==> config.mk <==
export PLATFORM = sky130hd
export DESIGN_NAME = hilo_mult_flat
export DESIGN_NICKNAME = d
export VERILOG_FILES = /design/src/rtl/hilo_mult_if.sv /design/src/rtl/hilo_mult.sv /design/src/flat_wrapper.sv
export SDC_FILE = /design/constraint.sdc
export NUM_CORES = 1
export LEC_CHECK = 0
export CAP_MARGIN = 5
export CORE_MARGIN = 5
export CORE_UTILIZATION = 40
export DETAILED_ROUTE_END_ITERATION = 12
export PLACE_DENSITY = 0.61
export REMOVE_ABC_BUFFERS = 1
export SYNTH_ARGS = -nofsm -noshare
export SYNTH_HDL_FRONTEND = slang
export SYNTH_SLANG_ARGS = --single-unit
==> constraint.sdc <==
create_clock -name clk -period 20.2 [get_ports clk]
set_input_delay 6.06 -clock clk [delete_from_list [all_inputs] [get_ports clk]]
set_output_delay 6.06 -clock clk [all_outputs]
set_load 0.02 [all_outputs]
==> src/rtl/hilo_mult_if.sv <==
// Bus bundle for the HI/LO multiply unit: multu operands and start, mthi/mtlo
// moves, and the Hi/Lo/status readback used by the writeback select path.
interface hilo_mult_if #(
  parameter int WIDTH = 32
);
  logic [WIDTH-1:0] dataA;
  logic [WIDTH-1:0] dataB;
  logic             Start;
  logic             WrHi;
  logic             WrLo;
  logic [WIDTH-1:0] WrData;
  logic [WIDTH-1:0] HiOut;
  logic [WIDTH-1:0] LoOut;
  logic             Busy;
  logic             Done;

  modport master (
    output dataA, dataB, Start, WrHi, WrLo, WrData,
    input  HiOut, LoOut, Busy, Done
  );

  modport slave (
    input  dataA, dataB, Start, WrHi, WrLo, WrData,
    output HiOut, LoOut, Busy, Done
  );
endinterface

==> src/rtl/hilo_mult.sv <==
// Sequential unsigned multiplier owning the Hi/Lo register pair: one shift-add
// step per cycle, result committed to Hi/Lo atomically on the final step.
module hilo_mult #(
  parameter int WIDTH = 32
) (
  input  logic       clk,
  input  logic       rst,
  hilo_mult_if.slave bus
);
  localparam int CNT_W = $clog2(WIDTH + 1);
  localparam logic [CNT_W-1:0] LAST_STEP = CNT_W'(WIDTH - 1);

  typedef enum logic [1:0] {IDLE, RUN, DONE} state_e;

  state_e             state_q, state_d;
  logic [WIDTH-1:0]   a_q, a_d;
  logic [WIDTH-1:0]   b_q, b_d;
  logic [WIDTH-1:0]   hi_q, hi_d;
  logic [WIDTH-1:0]   lo_q, lo_d;
  logic [2*WIDTH-1:0] acc_q, acc_d;
  logic [CNT_W-1:0]   cnt_q, cnt_d;
  logic [WIDTH:0]     sum;
  logic [2*WIDTH-1:0] acc_step;

  // Right-shifting accumulator: add the multiplicand into the upper half when
  // the current multiplier bit is set, then shift the whole pair right by one.
  always_comb begin
    sum      = {1'b0, acc_q[2*WIDTH-1:WIDTH]} + {1'b0, (b_q[0] ? a_q : '0)};
    acc_step = {sum, acc_q[WIDTH-1:1]};
  end

  // NOTE: every signal gets its hold value first so no path leaves it unassigned (no latches).
  always_comb begin
    state_d = state_q;
    a_d     = a_q;
    b_d     = b_q;
    hi_d    = hi_q;
    lo_d    = lo_q;
    acc_d   = acc_q;
    cnt_d   = cnt_q;

    unique case (state_q)
      IDLE: begin
        if (bus.Start) begin
          a_d     = bus.dataA;
          b_d     = bus.dataB;
          acc_d   = '0;
          cnt_d   = '0;
          state_d = RUN;
        end else begin
          if (bus.WrHi) hi_d = bus.WrData;
          if (bus.WrLo) lo_d = bus.WrData;
        end
      end
      RUN: begin
        acc_d = acc_step;
        b_d   = b_q >> 1;
        cnt_d = cnt_q + CNT_W'(1);
        if (cnt_q == LAST_STEP) begin
          hi_d    = acc_step[2*WIDTH-1:WIDTH];
          lo_d    = acc_step[WIDTH-1:0];
          state_d = DONE;
        end
      end
      DONE:    state_d = IDLE;
      default: state_d = IDLE;
    endcase
  end

  // NOTE: sequential state uses non-blocking assignments so all registers update together.
  always_ff @(posedge clk or posedge rst) begin
    if (rst) begin
      state_q <= IDLE;
      a_q     <= '0;
      b_q     <= '0;
      hi_q    <= '0;
      lo_q    <= '0;
      acc_q   <= '0;
      cnt_q   <= '0;
    end else begin
      state_q <= state_d;
      a_q     <= a_d;
      b_q     <= b_d;
      hi_q    <= hi_d;
      lo_q    <= lo_d;
      acc_q   <= acc_d;
      cnt_q   <= cnt_d;
    end
  end

  // Status decodes straight from the state register, so reset clears them at once.
  assign bus.Busy  = (state_q != IDLE);
  assign bus.Done  = (state_q == DONE);
  assign bus.HiOut = hi_q;
  assign bus.LoOut = lo_q;
endmodule

==> src/flat_wrapper.sv <==
// flat-port wrapper written by rule: the top's interface ports become plain ports
module hilo_mult_flat 
#(
  parameter int WIDTH = 32
)
  (clk, rst, bus_dataA, bus_dataB, bus_Start, bus_WrHi, bus_WrLo, bus_WrData, bus_HiOut, bus_LoOut, bus_Busy, bus_Done);
  hilo_mult_if #(.WIDTH(WIDTH)) bus_i ();
  input  logic clk;
  input  logic rst;
  input wire logic [$bits(bus_i.dataA)-1:0] bus_dataA;
  input wire logic [$bits(bus_i.dataB)-1:0] bus_dataB;
  input wire logic [$bits(bus_i.Start)-1:0] bus_Start;
  input wire logic [$bits(bus_i.WrHi)-1:0] bus_WrHi;
  input wire logic [$bits(bus_i.WrLo)-1:0] bus_WrLo;
  input wire logic [$bits(bus_i.WrData)-1:0] bus_WrData;
  output wire logic [$bits(bus_i.HiOut)-1:0] bus_HiOut;
  output wire logic [$bits(bus_i.LoOut)-1:0] bus_LoOut;
  output wire logic [$bits(bus_i.Busy)-1:0] bus_Busy;
  output wire logic [$bits(bus_i.Done)-1:0] bus_Done;
  assign bus_i.dataA = bus_dataA;
  assign bus_i.dataB = bus_dataB;
  assign bus_i.Start = bus_Start;
  assign bus_i.WrHi = bus_WrHi;
  assign bus_i.WrLo = bus_WrLo;
  assign bus_i.WrData = bus_WrData;
  assign bus_HiOut = bus_i.HiOut;
  assign bus_LoOut = bus_i.LoOut;
  assign bus_Busy = bus_i.Busy;
  assign bus_Done = bus_i.Done;
  hilo_mult #(.WIDTH(WIDTH)) u_core (.clk(clk), .rst(rst), .bus(bus_i));
endmodule
**After elaboration in Yosys (flattened, before gate mapping)**

Index checks and enable logic that the tools add are counted.

- Memory bits (writable): 0
- Word-level logic and storage cells: 43
- Bits in latches: 0
- Bits in read-only memories: 0
- Memories kept: 0
- Input bits: 101
- Register bits: 200

- Add/subtract/negate cells: 2
- $lt $le $gt $ge: 0
- Bitwise logic cells: 0
- Shift-type cells: 0
- Equality and inequality tests: 8
- Div/mod/pow operators: 0
- Reductions and logical operators: 8
- Multipliers: 0
- Muxes and demuxes: 18

Operator list:

| operator | number |
|---|---|
| 32-bit two-way mux | 8 |
| 32-bit one-hot mux with 2 select lines | 3 |
| 64-bit one-hot mux with 2 select lines | 1 |
| 64-bit two-way mux | 1 |
| 32-bit by 32-bit adder with 33-bit output | 1 |
| 6-bit one-hot mux with 2 select lines | 1 |
| 2-bit != test (second input constant) | 4 |
| 4-bit AND reduction | 2 |
| 6-bit by 1-bit adder with 6-bit output (second input constant) | 1 |
| 6-bit by 5-bit equality test with 1-bit output (second input constant) | 1 |
| 6-bit two-way mux | 1 |
| 2-bit AND reduction | 3 |
| 2-bit two-way mux | 2 |
| 2-bit one-hot mux with 2 select lines | 1 |
| 2-bit nonzero test | 2 |
| 2-bit by 1-bit equality test with 1-bit output (second input constant) | 1 |
| 2-bit equality test (second input constant) | 1 |
| 2-bit zero test | 1 |
| 2-bit by 1-bit != test with 1-bit output (second input constant) | 1 |

**Logic depth before layout (Yosys ltp)**

Gate-level depths: netlist of run 1.

- Depth in word-level cells: 4
- Depth in mapped cells: 12

**Least setup slack after synthesis of run 1**

Ideal clock, no wire load.

- Kind: input port to flip-flop
- From: input bus_Start
- To: register u_core.hi_q[9] (netlist: u_core.bus.HiOut[9])
- Arrival: 7.023 ns
- Path buffers: 1
- Required time: 20.079 ns
- Slack: 13.055 ns
- Stages: 6
- Setup time: 0.121 ns
- Path through: nor2_1 nand2_1 a21oi_2 clkbuf_1 nand2_1 o22a_1

- Cells in the longest elaborated chain, start to end: 2

RTL lines:

| item | line | RTL |
|---|---|---|
| start, declared | flat_wrapper.sv:12 | `input wire logic [$bits(bus_i.Start)-1:0] bus_Start;` |
| 2-bit != test (no source line) | - |  |
| 4-bit AND reduction (no source line) | - |  |
| end signal, assigned | hilo_mult.sv:84 | `hi_q <= hi_d;` |
| end, declared | hilo_mult.sv:18 | `logic [WIDTH-1:0] hi_q, hi_d;` |

No other way between the ends.
A chain may end at the register's enable or synchronous reset.

**Worst setup path in the final report of run 1**

- From: input bus_Start
- To: register u_core.cnt_q[4]

- Cells in the longest elaborated chain, start to end: 2

RTL lines:

| item | line | RTL |
|---|---|---|
| 2-bit != test (no source line) | - |  |
| 2-bit AND reduction (no source line) | - |  |
| end signal, assigned | hilo_mult.sv:87 | `cnt_q <= cnt_d;` |
| end, declared | hilo_mult.sv:21 | `logic [CNT_W-1:0] cnt_q, cnt_d;` |

No other way between the ends.

==> metrics, run 1 <==
status=complete, no violations; Bufs on Longest Clock Path=2; Die W=166.4 µm; antenna-violating nets left=0; CP Max Fanout=61; Hold-fix buffers, CTS=0; Slew headroom=32.94%; Post-synth ARST share=100.0%; Worst Setup EP=u_core.cnt_q[4]$_DFFE_PP0P_; cells on worst reg2reg path=11; max-cap check violation count=0; synthesized area per cell=8.823 µm²; I/O Buffers=166; postcts setup bufs=0; clock latency on the worst-skew pair=0.44 ns; largest net degree at the start of global routing=132; Worst-path clk slew=0.07 ns; Vias/cell=5.098; Placeable Area=0.02418 mm²; fin crit share=40.54%; mux contribution to synthesized area=0.5115%; WP data required=20.54 ns; Wirelength per Cell=16.28 µm; Placed Cells=1550; row cnt=57; synthesis warning total=0; final hold vios=0; Comb pwr share=48.7%; launching point of the worst reg2reg path=u_core.b_q[0]$_DFFE_PP0P_; Clock Skew=0.01751 ns; Sw Share=42.96%; sequential cell area fraction in the yosys report=50.90%; Hold WC Path Type=flip-flop to flip-flop; Fin Setup TNS=0 ns; nets=1380; vias in the first global route=8228; Pwr Density=166.4 mW/mm²; die area=0.02769 mm²; simple-gate share of the synthesized area=22.71%; Least-Margin Pin Slew=1.006 ns; Critical Path Source Type=primary input; largest family of logic cells by synthesized area=simple AND/OR/NAND/NOR gates; initial core utilization=40.47%; compound-gate portion of the synthesized area=15.96%; ys flop type=dfrtp_1; CTS tree=built; minimum clock period=8.190 ns; root buffer cell=clkbuf_16; kind of critical path=primary input to flip-flop; die span in y=166.4 µm; Detailed Routing Iterations Pass 1=5; GRT Util Overall=18.57%; Clk pwr share=17.2%; CP Data Arrival Time=8.53 ns; DR iter-0 viols=531; worst r2r dst=u_core.bus.HiOut[31]$_DFFE_PP0P_; XOR/XNOR Fraction of Synth Area=2.417%; Crit. End Element=flip-flop; H-Tree Depth=4; mapped cell area=0.009784 mm²; Net Switching=0.8802 mW; P_int=1.169 mW; layout cells sized above 1=5.087%; Post-Route WL=25760 µm; post_cts resized=0; Max Clock Freq=122.1 MHz; adder-cell share of the synthesized area=4.425%; Syn Inst Count=1109; Pleak=5.676 nW; Non-Filler Instances=1582; post-DP HPWL=17490 µm; # IOs=167; routability-driven placement congestion ratio=0.8571; drt drc=0; Yosys cell types=57; EDFF count, synth=0; Max Slew Vio Count=0; Antenna diodes=0; register-to-register setup slack=16.45 ns; TritonCTS Buffers=17; initial antenna violation count=1; unrepaired setup endpoints after global routing=false; Worst VDD drop=0.08318 mV; via count=8065; Layout area overhead=25.83%; Core Util, Final=50.92%; final setup fails=0; clk sink count=199; worst setup path start=bus_Start; overflow left after global routing=0; register share of total power=34.1%; first-pass GRT wire length=42700 µm; #FFs+latches synth=199
[layout make-up]
| cell class | count | area [µm²] |
|---|---|---|
| timing repair buffer | 175 | 1729 |
| sequential | 199 | 4980 |
| clock inverter | 14 | 176.4 |
| clock buffer | 18 | 439.2 |
| tap | 324 | 405.4 |
| fill | 2288 | 11870 |
| inverter | 10 | 45.04 |
| multi-input combinational | 842 | 4537 |
[registers in the layout, indices dropped and copies added, names as in the netlist]
signal and flops:
u_core.state_q 2, u_core.bus.LoOut 32, u_core.cnt_q 6, u_core.b_q 32, u_core.bus.HiOut 32, u_core.a_q 32
u_core.acc_q 63
[worst max-delay path, stage by stage]
cell and delay [ns]:
clkdlybuf4s50_1 0.43, and2_2 0.18, buf_4 0.33, nor2_4 0.57, buf_4 0.65, o21ai_0 0.20, o31ai_1 0.09
[synthesized netlist by cell type, types with 4 or more instances]
master,number,area (µm²)
o22a_1,4,35.03
nand4_1,6,37.54
xnor2_1,16,140.1
nor3_1,7,35.03
nand2_1,374,1404
xor2_1,11,96.34
a22o_1,4,35.03
a21oi_1,34,170.2
a22oi_1,22,165.2
buf_1,7,26.28
o21a_1,5,37.54
o21ai_0,36,180.2
clkbuf_1,43,161.4
a211oi_1,5,37.54
and2_1,40,250.2
o21bai_1,4,30.03
a21o_1,13,97.59
nor2_1,100,375.4
o22ai_1,11,68.82
nand3_1,7,35.03
inv_1,10,37.54
ha_1,33,412.9
dfrtp_1,199,4980
buf_6,5,56.30
mux2i_1,5,50.05
a31oi_1,59,369.1
o211ai_1,5,37.54
[cells in the final DEF, fill, tap and decap left out, drive strengths merged, types with 4 or more instances in the layout]
cell type and count:
o211ai 6, o21a 5, a21o 14, a31oi 59, clkdlybuf4s50 166, o22ai 11
o21ai 39, a21oi 38, clkinv 7, mux2i 5, inv 16, nand2 374
clkbuf 18, and2 42, dfrtp 199, o22a 4, o21bai 4, nand4 6
ha 33, buf 9, a211oi 7, xnor2 16, nor2 100, nand3 7
a22oi 22, nor3 7, a22o 4, xor2 11
[worst min-delay path by stage]
stage / cells after the start / startpoint / to
after floorplan: 2 / u_core.a_q[31]$_DFFE_PP0P_ / u_core.a_q[31]$_DFFE_PP0P_
after global placement: 2 / u_core.a_q[21]$_DFFE_PP0P_ / u_core.a_q[21]$_DFFE_PP0P_
after detailed placement: 2 / u_core.a_q[6]$_DFFE_PP0P_ / u_core.a_q[6]$_DFFE_PP0P_
after CTS: 2 / u_core.a_q[0]$_DFFE_PP0P_ / u_core.a_q[0]$_DFFE_PP0P_
after global routing: 2 / u_core.a_q[21]$_DFFE_PP0P_ / u_core.a_q[21]$_DFFE_PP0P_
final: 2 / u_core.a_q[6]$_DFFE_PP0P_ / u_core.a_q[6]$_DFFE_PP0P_
[cell families after synthesis]
| family | count (synthesis) |
|---|---|
| AO/OA/AOI/OAI | 229 |
| XOR/XNOR | 27 |
| AND/OR/NAND/NOR | 547 |
| flip-flops | 199 |
| adder cells (fa/ha/maj) | 34 |
| buffers and inverters | 68 |
| multiplexers | 5 |
[power by group through the flow]
stage                     Combinational, mW  Sequential (mW)  Clock, mW
final                                 0.998            0.698      0.353
after global routing                   1.11            0.724      0.378
after CTS                              1.01            0.698      0.361
after detailed placement               1.01            0.704          0
after global placement                0.991            0.700          0
after floorplan                       0.598            0.752          0
[stage by stage]
| stage | total power, mW | setup slack [ns] | cell area, µm² | hold WS (ns) |
|---|---|---|---|---|
| CTS | 2.071 | 11.93 | 12310 | 0.4723 |
| finish | 2.049 | 12.01 | 12310 | 0.4714 |
| global placement | 1.692 | 11.56 | 11700 | 0.4496 |
| detailed placement | 1.712 | 11.49 | 11700 | 0.4546 |
| global route | 2.216 | 11.79 | 12310 | 0.4938 |
| floorplan | 1.350 | 8.714 | 9520 | 0.4374 |
[layer usage]
metal | vias up | wire length, µm | GRT usage [%]
li1 | 4026 | - | -
met1 | 3840 | 12850 | 27.14
met2 | 178 | 11430 | 28.66
met3 | 19 | 1222 | 3.666
met4 | 2 | 251 | 4.376
met5 | - | 13 | 0
No activity file was read; power rests on OpenSTA's default activity.
==> run 2, diff against run 1 <==
PLACE_DENSITY = 0.63   (was 0.61)
clock period = 7.4 ns   (was 20.2 ns; I/O delays follow)
==> metrics, run 2 (synthesis results as in run 1) <==
status=complete, no violations (unchanged); routability-driven placement congestion ratio=0.8776 (was 0.8571); Crit. End Element=flip-flop (unchanged); minimum clock period=4.590 ns; largest net degree at the start of global routing=99 (was 132); Hold-fix buffers, CTS=0 (unchanged); Wirelength per Cell=16.27 µm (was 16.28 µm); Max Slew Vio Count=0 (unchanged); Vias/cell=5.135 (was 5.098); die area=0.02769 mm² (unchanged); drt drc=0 (unchanged); clock latency on the worst-skew pair=0.43 ns (was 0.44 ns); row cnt=57 (unchanged); Pwr Density=452.8 mW/mm² (was 166.4 mW/mm²); Reg area=0.004980 mm² (unchanged); cell area after layout=0.01229 mm² (was 0.01231 mm²); Hold WC Path Type=flip-flop to flip-flop (unchanged); DR iter-0 viols=577 (was 531); layout cells sized above 1=5.163% (was 5.087%); WP data required=7.74 ns (was 20.54 ns); Bufs on Longest Clock Path=2 (unchanged); commonest non-fill, non-tap cell in the layout=nand2_1 (unchanged); Largest Register=u_core.acc_q (unchanged); first-pass GRT wire length=43010 µm (was 42700 µm); Layout area overhead=25.56% (was 25.83%); fill count=2243 (was 2288); Largest register FFs=63 (unchanged); die span in y=166.4 µm (unchanged); CP Max Fanout=57 (was 61); Critical Path Source Type=primary input (unchanged); setup ws final=2.810 ns (was 12.01 ns); vias in the first global route=8215 (was 8228); final setup fails=0 (unchanged); kind of critical path=primary input to flip-flop (unchanged); Fin Setup TNS=0 ns (unchanged); cell breakdown of the critical path=clkdlybuf4s50_1 > and2_2 > buf_4 > nor2_4 > buf_4 > o21ai_0 > o21ai_0 (was clkdlybuf4s50_1 > and2_2 > buf_4 > nor2_4 > buf_4 > o21ai_0 > o31ai_1); WHS=0.4716 ns (was 0.4714 ns); CTS tree=built (unchanged); clk sink count=199 (unchanged); post-DP HPWL=17640 µm (was 17490 µm); area post-placement=0.01170 mm² (about the same); CP Data Arrival Time=4.93 ns (was 8.53 ns); initial core utilization=40.47% (unchanged); postcts setup bufs=0 (unchanged); Post-Route WL=25760 µm (about the same); Pleak=5.663 nW (was 5.676 nW); H-Tree Depth=4 (unchanged); overflow left after global routing=0 (unchanged); Multi-input gate area=0.004537 mm² (unchanged); # IOs=167 (unchanged); antenna-violating nets left=0 (unchanged); Antenna diodes=0 (unchanged); Detailed Routing Iterations Pass 1=5 (unchanged); final hold vios=0 (unchanged); Max Clock Freq=217.9 MHz; TritonCTS Buffers=17 (unchanged); fin crit share=62.03%; Die W=166.4 µm (unchanged); Worst VDD drop=0.2151 mV (was 0.08318 mV); DP Worst Slack=2.303 ns (was 11.49 ns); Crit path largest cell delay=0.87 ns (was 0.65 ns); via count=8129 (was 8065); Slowest-stage cell, CP=nor2_4 (was buf_4); Least-Margin Pin Slew=1.047 ns (was 1.006 ns); GRT Util Overall=18.74% (was 18.57%); Slew headroom=30.04% (was 32.94%); unrepaired setup endpoints after global routing=false (unchanged); Worst-path clk slew=0.07 ns (about the same); nets=1381 (was 1380); post_cts resized=0 (unchanged); max-cap check violation count=0 (unchanged); Clock Skew=0.01065 ns (was 0.01751 ns); I/O Buffers=166 (unchanged); initial antenna violation count=1 (unchanged); root buffer cell=clkbuf_16 (unchanged); Placeable Area=0.02418 mm² (unchanged); most frequent cells in the layout=nand2_1, dfrtp_1, clkdlybuf4s50_1 (unchanged)
==> run 2: where the power goes <==
group | switching, mW | leakage [nW] | internal, mW
registers | 0.282 | 2.42 | 1.60
clock network | 0.447 | 0.283 | 0.480
logic | 1.66 | 2.96 | 1.10
==> run 2: path summary, 6_finish.rpt <==
kind | start | end | slack, ns | depth (start not counted)
setup / recovery | bus_Start | u_core.cnt_q[2]$_DFFE_PP0P_ | 2.81 | 7
hold / removal | u_core.a_q[10]$_DFFE_PP0P_ | u_core.a_q[10]$_DFFE_PP0P_ | 0.47 | 2
setup reg to reg | u_core.b_q[0]$_DFFE_PP0P_ | u_core.bus.HiOut[27]$_DFFE_PP0P_ | 3.90 | 12
hold reg to reg | u_core.a_q[10]$_DFFE_PP0P_ | u_core.a_q[10]$_DFFE_PP0P_ | 0.47 | 2
max in group asynchronous | rst | u_core.a_q[1]$_DFFE_PP0P_ | 3.86 | 3
min in group asynchronous | rst | u_core.bus.LoOut[11]$_DFFE_PP0P_ | 2.32 | 2
==> run 2: metal layers <==
layer | up-vias | GRT usage, % | share of wire, %
met4 | 2 | 4.305 | 0.87
met3 | 17 | 3.904 | 4.9
met2 | 174 | 29.20 | 46
met5 | - | 0 | 0.043
met1 | 3915 | 27.09 | 49
li1 | 4021 | - | -
==> run 2: critical path: cells and delay by family <==
family | cells | cell delay [ns]
and+or+nand+nor | 2 | 1.05
AOI/OAI and AO/OA | 2 | 0.26
buffers and inverters | 3 | 1.35
==> run 2: stage by stage <==
stage          power (mW)  utilization (%)  instances
2_1_floorplan       3.686                -       1051
3_3_place_gp        4.618            48.41       1551
3_5_place_dp        4.673            48.41       1551
4_1_cts             5.619            50.82       1583
5_1_grt             6.027            50.82       1583
6_report            5.563            50.82       1583
==> run 2: layout make-up <==
| type | count | area share (%) |
|---|---|---|
| clock buffers | 17 | 3.463 |
| clock inverters | 15 | 1.273 |
| inverters | 10 | 0.3666 |
| multi-input cells | 842 | 36.93 |
| flip-flops and latches | 199 | 40.53 |
| well taps | 324 | 3.300 |
| repair buffers | 176 | 14.14 |
==> run 3, diff against run 2 <==
PLACE_DENSITY = 0.61   (was 0.63)
clock period = 4.8 ns   (was 7.4 ns; I/O delays follow)
==> metrics, run 3 (synthesis results as in run 1) <==
Fin Setup TNS=0 ns (unchanged); initial core utilization=40.47% (unchanged); antenna-violating nets left=0 (unchanged); layout cells sized above 1=5.463% (was 5.163%); Detailed Routing Iterations Pass 1=6 (was 5); CP Data Arrival Time=3.78 ns (was 4.93 ns); Die W=166.4 µm (unchanged); final setup fails=0 (unchanged); Clock Skew=0.01601 ns (was 0.01065 ns); final hold vios=0 (unchanged); Worst VDD drop=0.3035 mV (was 0.2151 mV); H-Tree Depth=4 (unchanged); Buf/Inv on CP=0 (was 3); Levels on crit path=11 (was 7); die span in y=166.4 µm (unchanged); minimum clock period=3.501 ns; most frequent cells in the layout=nand2_1, dfrtp_1, clkdlybuf4s50_1 (unchanged); Largest Register=u_core.acc_q (unchanged); unrepaired setup endpoints after global routing=false (unchanged); cell area after layout=0.01239 mm² (was 0.01229 mm²); Comb pwr share=48.6% (was 49.5%); # IOs=167 (unchanged); cells on worst reg2reg path=11 (was 12); Slowest-stage cell, CP=dfrtp_1 (was nor2_4); WP data required=5.08 ns (was 7.74 ns); register share of total power=33.6% (was 33.9%); Net Switching=3.692 mW (was 2.386 mW); die area=0.02769 mm² (unchanged); via count=8141 (was 8129); Hold Path Cell Cnt=2 (unchanged); kind of critical path=flip-flop to flip-flop (was primary input to flip-flop); Clk pwr share=17.8% (was 16.7%); vias in the first global route=8380 (was 8215); nets=1385 (was 1381); clk sink count=199 (unchanged); P_int=5.044 mW (was 3.177 mW); Sw Share=42.26% (was 42.89%); GRT Util Overall=18.82% (was 18.74%); routability-driven placement congestion ratio=0.8719 (was 0.8776); Largest register FFs=63 (unchanged); postcts setup bufs=0 (unchanged); WHS=0.4718 ns (was 0.4716 ns); post_cts resized=0 (unchanged); clock latency on the worst-skew pair=0.44 ns (was 0.43 ns); Hold-fix buffers, CTS=0 (unchanged); Pleak=5.715 nW (was 5.663 nW); fin crit share=72.95%; drt drc=0 (unchanged); initial antenna violation count=0 (was 1); Post-Route WL=25880 µm (was 25760 µm); I/O Buffers=166 (unchanged); status=complete, no violations (unchanged); Crit. End Element=flip-flop (unchanged); Placeable Area=0.02418 mm² (unchanged); register-to-register setup slack=1.30 ns (was 3.90 ns); Antenna diodes=0 (unchanged); Layout area overhead=26.66% (was 25.56%); largest net degree at the start of global routing=110 (was 99); Wirelength per Cell=16.31 µm (was 16.27 µm); Worst-path clk slew=0.07 ns (about the same); Max Clock Freq=285.6 MHz; cell breakdown of the critical path=and2_1 > ha_1 > fa_1 > a211oi_2 > o21ai_2 > o21a_1 > o21ai_0 > a211oi_1 > a21oi_1 > mux2i_1 > a31oi_1 (was clkdlybuf4s50_1 > and2_2 > buf_4 > nor2_4 > buf_4 > o21ai_0 > o21ai_0); Pwr Density=704.9 mW/mm² (was 452.8 mW/mm²); Bufs on Longest Clock Path=2 (unchanged); Slew headroom=26.91% (was 30.04%); root buffer cell=clkbuf_16 (unchanged); Vias/cell=5.130 (was 5.135); Hold WC Path Type=flip-flop to flip-flop (unchanged); Least-Margin Pin Slew=1.094 ns (was 1.047 ns); post-DP HPWL=18130 µm (was 17640 µm); max-cap check violation count=0 (unchanged); TritonCTS Buffers=17 (unchanged); commonest non-fill, non-tap cell in the layout=nand2_1 (unchanged); area post-placement=0.01176 mm² (was 0.01170 mm²); overflow left after global routing=0 (unchanged); Critical Path Source Type=flip-flop (was primary input); CP top delay family=compound AO/OA/AOI/OAI gates (was buffers and inverters); Crit path largest cell delay=0.64 ns (was 0.87 ns); Max Slew Vio Count=0 (unchanged); row cnt=57 (unchanged); CP Max Fanout=24 (was 57); first-pass GRT wire length=43010 µm (unchanged); CTS tree=built (unchanged); DR iter-0 viols=590 (was 577)
==> run 3: cell count changes in the layout (fill, tap and decap cells not counted), sizes merged <==
cell	before	now
clkinvlp	2	1
clkinv	3	2
clkbuf	17	19
inv	19	17
bufinv	1	3
buf	10	14
==> run 3: path summary, 6_finish.rpt <==
path / endpoint / startpoint
setup / recovery: u_core.bus.HiOut[27]$_DFFE_PP0P_ / u_core.b_q[0]$_DFFE_PP0P_
hold / removal: u_core.a_q[23]$_DFFE_PP0P_ / u_core.a_q[23]$_DFFE_PP0P_
setup reg to reg: u_core.bus.HiOut[27]$_DFFE_PP0P_ / u_core.b_q[0]$_DFFE_PP0P_
hold reg to reg: u_core.a_q[23]$_DFFE_PP0P_ / u_core.a_q[23]$_DFFE_PP0P_
max in group asynchronous: u_core.b_q[11]$_DFFE_PP0P_ / rst
min in group asynchronous: u_core.acc_q[11]$_DFFE_PP0P_ / rst
==> run 3: metal layers <==
metal / vias to the layer above / wire, µm / GRT usage [%]
met5: - / 0 / 0
met4: 0 / 282 / 4.091
met3: 23 / 1425 / 4.380
met2: 178 / 11670 / 29.55
met1: 3909 / 12510 / 26.79
li1: 4031 / - / -
==> run 3: layout make-up <==
type	count	area [µm²]
timing repair buffer	180	1792
sequential	199	4980
multi-input combinational	842	4537
inverter	10	45.04
tap	324	405.4
clock buffer	19	452.9
clock inverter	13	181.4
fill	2292	11780
==> run 3: metrics by stage <==
step,power [mW],worst slack (ns),cells,utilization [%]
after floorplan,5.683,-2.066,1051,-
after global placement,7.156,1.352,1555,48.64
after detailed placement,7.242,1.338,1555,48.64
after CTS,8.821,1.279,1587,51.26
after global routing,9.429,1.112,1587,51.26
final,8.736,1.299,1587,51.26
==> run 3: power groups by stage <==
stage / registers, mW / logic [mW] / clock network (mW)
after floorplan: 3.16 / 2.52 / 0
after global placement: 2.96 / 4.20 / 0
after detailed placement: 2.97 / 4.27 / 0
after CTS: 2.94 / 4.29 / 1.59
after global routing: 3.04 / 4.74 / 1.65
final: 2.94 / 4.24 / 1.56
==> run 3: tightest hold or removal path: cells and delay by family (launching register included) <==
family / cells / cell delay [ns]
flops: 1 / 0.34
simple gates: 2 / 0.10
